--- config.mk ---
export PLATFORM = sky130hd
export DESIGN_NAME = wb_arbiter
export DESIGN_NICKNAME = d
export VERILOG_FILES = /design/src/rtl/wb_arbiter.sv
export SDC_FILE = /design/constraint.sdc
export NUM_CORES = 1
export LEC_CHECK = 0
export CAP_MARGIN = 20
export CORE_UTILIZATION = 58
export DETAILED_ROUTE_END_ITERATION = 7
export PLACE_DENSITY = 0.92
export SLEW_MARGIN = 20
export SYNTH_ARGS = -nofsm -noshare
export SYNTH_HDL_FRONTEND = slang
export SYNTH_SLANG_ARGS = --single-unit
--- constraint.sdc ---
create_clock -name clock -period 5.5 [get_ports clock]
set_input_delay 1.1 -clock clock [delete_from_list [all_inputs] [get_ports clock]]
set_output_delay 1.1 -clock clock [all_outputs]
set_load 0.02 [all_outputs]
--- src/rtl/wb_arbiter.sv ---
// wb_arbiter: writeback arbiter for the physical register file.
// Collects completed results (physical tag + data) from NUM_FU functional
// units into per-FU FIFOs. Each cycle it grants up to `N non-empty FIFOs
// onto the `N register file write ports, scanning round-robin from rr_ptr.
// The write ports double as the CDB tag broadcast.
//
// Ports:
//   clock      - system clock, rising edge
//   reset      - asynchronous, active-high reset
//   fu_valid   - FU i presents a result
//   fu_tag     - destination physical tag per FU (tag 0 is accepted, never written)
//   fu_data    - result value per FU
//   fu_ready   - FIFO i can accept this cycle (from registered count)
//   write_en   - register file write enable / CDB valid per port
//   write_idx  - register file write tag / CDB tag per port
//   write_data - register file write data per port
//   busy       - any FIFO non-empty
`ifndef N
`define N 2
`endif

module wb_arbiter #(
  parameter int NUM_FU     = 4,
  parameter int FIFO_DEPTH = 2,
  parameter int TAG_W      = 6,
  parameter int DATA_W     = 32
) (
  input  logic                           clock,
  input  logic                           reset,
  input  logic [NUM_FU-1:0]              fu_valid,
  input  logic [NUM_FU-1:0][TAG_W-1:0]   fu_tag,
  input  logic [NUM_FU-1:0][DATA_W-1:0]  fu_data,
  output logic [NUM_FU-1:0]              fu_ready,
  output logic [`N-1:0]                  write_en,
  output logic [`N-1:0][TAG_W-1:0]       write_idx,
  output logic [`N-1:0][DATA_W-1:0]      write_data,
  output logic                           busy
);

  localparam int AW = (FIFO_DEPTH > 1) ? $clog2(FIFO_DEPTH) : 1;
  localparam int CW = $clog2(FIFO_DEPTH + 1);
  localparam int FW = (NUM_FU > 1) ? $clog2(NUM_FU) : 1;
  localparam int PW = (`N > 1) ? $clog2(`N) : 1;

  logic [TAG_W-1:0]  tag_mem  [NUM_FU][FIFO_DEPTH];
  logic [DATA_W-1:0] data_mem [NUM_FU][FIFO_DEPTH];
  logic [CW-1:0]     count    [NUM_FU];
  logic [AW-1:0]     head     [NUM_FU];
  logic [AW-1:0]     tail     [NUM_FU];
  logic [FW-1:0]     rr_ptr;

  logic [NUM_FU-1:0] push;
  logic [NUM_FU-1:0] grant;
  logic [NUM_FU-1:0] nonempty;
  logic [FW-1:0]     fu;
  logic [FW-1:0]     last_fu;

  always_comb begin
    fu_ready = '0;
    push     = '0;
    nonempty = '0;
    for (int unsigned i = 0; i < NUM_FU; i++) begin
      fu_ready[i] = (count[i] != CW'(FIFO_DEPTH));
      // A tag-0 result completes the handshake but is never stored.
      push[i]     = fu_valid[i] && fu_ready[i] && (fu_tag[i] != '0);
      nonempty[i] = (count[i] != '0);
    end
    busy = |nonempty;
  end

  // Round-robin scan from rr_ptr; the j-th non-empty FIFO found drives port j.
  always_comb begin
    grant      = '0;
    write_en   = '0;
    write_idx  = '0;
    write_data = '0;
    last_fu    = '0;
    fu         = '0;
    begin
      int unsigned nsel;
      nsel = 0;
      for (int unsigned k = 0; k < NUM_FU; k++) begin
        fu = FW'((32'(rr_ptr) + k) % NUM_FU);
        if (nonempty[fu] && nsel < `N) begin
          grant[fu]                = 1'b1;
          write_en[PW'(nsel)]      = 1'b1;
          write_idx[PW'(nsel)]     = tag_mem[fu][head[fu]];
          write_data[PW'(nsel)]    = data_mem[fu][head[fu]];
          last_fu                  = fu;
          nsel++;
        end
      end
    end
  end

  always_ff @(posedge clock or posedge reset) begin
    if (reset) begin
      rr_ptr <= '0;
      for (int unsigned i = 0; i < NUM_FU; i++) begin
        count[i] <= '0;
        head[i]  <= '0;
        tail[i]  <= '0;
      end
    end else begin
      if (|grant)
        rr_ptr <= FW'((32'(last_fu) + 1) % NUM_FU);
      for (int unsigned i = 0; i < NUM_FU; i++) begin
        if (push[i])
          tail[i] <= tail[i] + AW'(1);
        if (grant[i])
          head[i] <= head[i] + AW'(1);
        case ({push[i], grant[i]})
          2'b10:   count[i] <= count[i] + CW'(1);
          2'b01:   count[i] <= count[i] - CW'(1);
          default: count[i] <= count[i];
        endcase
      end
    end
  end

  // Payload storage needs no reset: entries are only read while counted.
  always_ff @(posedge clock) begin
    for (int unsigned i = 0; i < NUM_FU; i++) begin
      if (push[i]) begin
        tag_mem[i][tail[i]]  <= fu_tag[i];
        data_mem[i][tail[i]] <= fu_data[i];
      end
    end
  end

endmodule
==> out/results.txt <==
Proportion of layout cells with a drive suffix above 1: 19.0%
Post-synthesis average cell area: 14.6 um2
Non-filler cells in the finished layout: 2140
Global-route met2 utilization: 58.0%
DR WL/cell: 30.2 um
Worst Tran Pin Value: 1.06 ns
Cell count after synthesis: 1428
Post-synthesis cell type count: 45
Post-DR vias/cell: 7.30
GR Layer Usage met3: 7.44%
R2R Path Start: rr_ptr[1]$_DFFE_PP0P_
Cell total after placement: 2053
Fin nets: 1820
Total track usage: 35.6%
Yosys top cell by area: sky130_fd_sc_hd__edfxtp_1
Share of synthesized registers carrying an async set or reset: 5.59%
Top-level port count: 241
Share of synthesized area occupied by flip-flops and latches: 46.0%
Detailed Routing Iterations Pass 1: 7
Placed wire-length estimate after detailed placement: 39300 um
Final worst-path setup slack: -0.0134 ns
Synthesized netlist net count: 1598
Area inside the core boundary: 0.0355 mm2
Initial standard-cell utilization of the core: 58.7%
Post-DRT Antenna Nets: 0
Critical path origin: rr_ptr[1]$_DFFE_PP0P_
Maximum clock skew at final layout: 0.0277 ns
Worst-case reg-to-reg path depth: 9
Total setup violations reported at the end of the flow: 2
Total of max-cap violations: 0
Critical path data arrival time: 4.41 ns
Via Count: 15600
Remaining design rule violation count: 0
Hold bufs inserted after CTS: 0
Post-route minimum period: 5.51 ns
Unrepaired setup endpoints after global routing: yes
Port buffer count: 240
Die H: 192 um
Maximum clock insertion buffer count: 3
Final weighted congestion of routability-driven global placement: 0.914
Placed cell area: 0.0239 mm2
R2r endpoint: rr_ptr[1]$_DFFE_PP0P_
Largest fanout on the critical path: 15
CTS tree: built
Iter 0 DRT Violations: 1852
Initial antenna violation count: 1
Wire length of the first global-routing pass: 95900 um
Grt total ovfl: 0
TritonCTS Buffers: 37
Gr busiest metal: met2
Worst Setup Start Kind: flop
Cell Area, Synth: 0.0208 mm2
Relative max-transition margin: 28.0%
Fraction of met1 tracks used by global routing: 44.1%
Max H-tree Level: 2
Final Hold Viols: 0
Number of synthesized flops with an enable pin: 304
Startpoint of the worst hold path: count[1]$_DFFE_PP0P_
Classification of the worst setup path: reg2out
Die Area: 0.0367 mm2
Run status: finished, violations left
Clock tree root buffer cell: sky130_fd_sc_hd__clkbuf_16
Maximum clock frequency: 0.181 GHz
Part of the cycle the worst path needs: 100%
Number of synthesized register bits: 322
Number of global-route vias before repair: 16100
Utilization of the core after routing: 71.6%
Area of all placed cells without fillers: 0.0254 mm2
Most used flip-flop cell after synthesis: sky130_fd_sc_hd__edfxtp_1
Endpoint of the worst hold path: count[1]$_DFFE_PP0P_
Highest cell delay on the worst timing path: 0.71 ns
Cell seen most often among critical-path stages: sky130_fd_sc_hd__buf_4
Insertion delay to the later sink of the worst-skew pair: 0.55 ns
Slack of the worst reg-to-reg path: 2.00 ns
Chain of cells forming the critical path: inv_4, buf_4, mux4_2, inv_2, ha_2, a41oi_4, buf_4, nand3_4, buf_12, o21ai_0, clkdlybuf4s50_1
Required @ worst endpoint: 4.40 ns
Max Transition Viols Final: 0
Type of the most critical hold path: reg2reg
Critical Path Slowest Stage Cell: sky130_fd_sc_hd__clkdlybuf4s50_1
Total of warnings raised by yosys: 0
Die X-Extent: 192 um
Failing checks: setup timing
Relative area change from synthesis to final layout: 21.9%
Hold Crit Depth: 1
Kind of capture point of the worst setup path: output pin
Top area cells in the synthesized netlist: sky130_fd_sc_hd__edfxtp_1, sky130_fd_sc_hd__mux2i_1, sky130_fd_sc_hd__mux4_2
Clock tree sinks: 322
Final routed wirelength across all metal layers: 64600 um
Post-synth top area share: 43.8%
Largest net degree at the start of global routing: 119
Clock slew at reported path FFs: 0.06 ns
Floorplan row count: 69
[flip-flops by register name (all words and copies together) (netlist names)]
register / flops
head: 4
tail: 4
data_mem: 256
rr_ptr: 2
tag_mem: 48
count: 8
[repair_timing]
| item | in CTS | in global routing |
|---|---|---|
| resized for setup | 9 | 35 |
| setup endpoints to repair | 73 | 69 |
| gates cloned | 2 | 0 |
| buffers inserted | 10 | 7 |
| endpoints found under the hold margin | 0 | 0 |
| pin swaps | 3 | 0 |
[placed cells by master (no fill, tap or decap), types with 3 or more instances in the layout]
cell,n
sky130_fd_sc_hd__a21o_1,4
sky130_fd_sc_hd__a22oi_1,5
sky130_fd_sc_hd__buf_12,13
sky130_fd_sc_hd__buf_4,49
sky130_fd_sc_hd__buf_6,3
sky130_fd_sc_hd__clkbuf_1,7
sky130_fd_sc_hd__clkbuf_16,37
sky130_fd_sc_hd__clkdlybuf4s50_1,210
sky130_fd_sc_hd__clkinv_1,7
sky130_fd_sc_hd__clkinv_2,6
sky130_fd_sc_hd__clkinvlp_4,3
sky130_fd_sc_hd__dfrtp_1,17
sky130_fd_sc_hd__dlymetal6s2s_1,30
sky130_fd_sc_hd__edfxtp_1,304
sky130_fd_sc_hd__ha_1,10
sky130_fd_sc_hd__inv_1,9
sky130_fd_sc_hd__inv_6,3
sky130_fd_sc_hd__mux2i_1,495
sky130_fd_sc_hd__mux2i_4,4
sky130_fd_sc_hd__mux4_2,159
sky130_fd_sc_hd__nand2_1,40
sky130_fd_sc_hd__nand2b_1,5
sky130_fd_sc_hd__nand4_1,4
sky130_fd_sc_hd__nor2_1,7
sky130_fd_sc_hd__nor2_2,4
sky130_fd_sc_hd__nor2_4,9
sky130_fd_sc_hd__o211ai_1,38
sky130_fd_sc_hd__o21ai_0,43
sky130_fd_sc_hd__o22a_1,38
sky130_fd_sc_hd__o22ai_1,39
sky130_fd_sc_hd__or2_2,4
sky130_fd_sc_hd__or4_1,5
sky130_fd_sc_hd__xnor2_1,14
sky130_fd_sc_hd__xor2_1,8
[synthesized netlist by cell type (all sizes together), types with 2 or more instances]
cell type    n
o211ai      38
nand3        3
xnor2       15
mux2i      500
ha          12
or4          6
nand2b       5
nor4         2
or3          2
dfrtp       18
a221oi       2
nor2        20
o221ai       2
xor2         8
o22ai       39
a22oi        6
edfxtp     304
a21o         4
inv         13
or2          4
clkbuf      79
o311ai       4
o22a        38
buf         45
nand2       42
mux4       159
o21ai       44
nand4        4
[cells by family after synthesis]
logic type	after synthesis	share of synthesized area [%]
AO/OA/AOI/OAI	183	6.18
XOR/XNOR	23	0.967
adder cells (fa/ha/maj)	12	0.720
buffers and inverters	137	2.87
flip-flops	322	46.0
multiplexers	659	41.2
AND/OR/NAND/NOR	92	2.10
[worst max path at each step]
| stage | end | slack (ns) | depth (start not counted) |
|---|---|---|---|
| after floorplan | write_data[58] | 0.39 | 17 |
| after global placement | write_data[2] | 0.40 | 8 |
| after detailed placement | write_data[34] | 0.25 | 11 |
| after CTS | write_data[2] | 0.01 | 8 |
| after global routing | write_data[10] | -0.03 | 10 |
| final | write_data[28] | -0.01 | 11 |
[routing by layer]
metal	vias to the layer above	wire length (um)	part of all wire, %
met5	-	13	0.020
met4	2	3350	5.2
li1	6333	-	-
met3	280	7910	12
met2	1343	31100	48
met1	7674	22200	34
[stage by stage]
| step | setup slack [ns] | setup TNS, ns | hold slack, ns |
|---|---|---|---|
| after floorplan | 0.389 | 0 | 0.468 |
| final | -0.0134 | -0.0156 | 0.533 |
| after detailed placement | 0.248 | 0 | 0.504 |
| after global placement | 0.404 | 0 | 0.492 |
| after CTS | 0.0142 | 0 | 0.532 |
| after global routing | -0.0250 | -0.107 | 0.553 |
[final cells by class]
cell class,count,area (um2)
inverter,13,56.3
timing repair buffer,305,3140
multi-input combinational,971,10900
clock buffer,44,952
clock inverter,22,185
tap,461,577
fill,2170,10100
antenna,2,5.00
sequential,322,9580
[worst max-delay path: cells and delay by family (launching register included)]
| kind | cells | cell delay (ns) |
|---|---|---|
| buf+inv | 6 | 1.60 |
| simple gates | 1 | 0.14 |
| mux | 1 | 0.58 |
| flops | 1 | 0.44 |
| compound gates | 2 | 0.71 |
| fa+ha+maj | 1 | 0.39 |
Power is left out: the tool's default activity adds up to more than one toggle a clock period on the data nets, which glitch-free logic cannot reach.
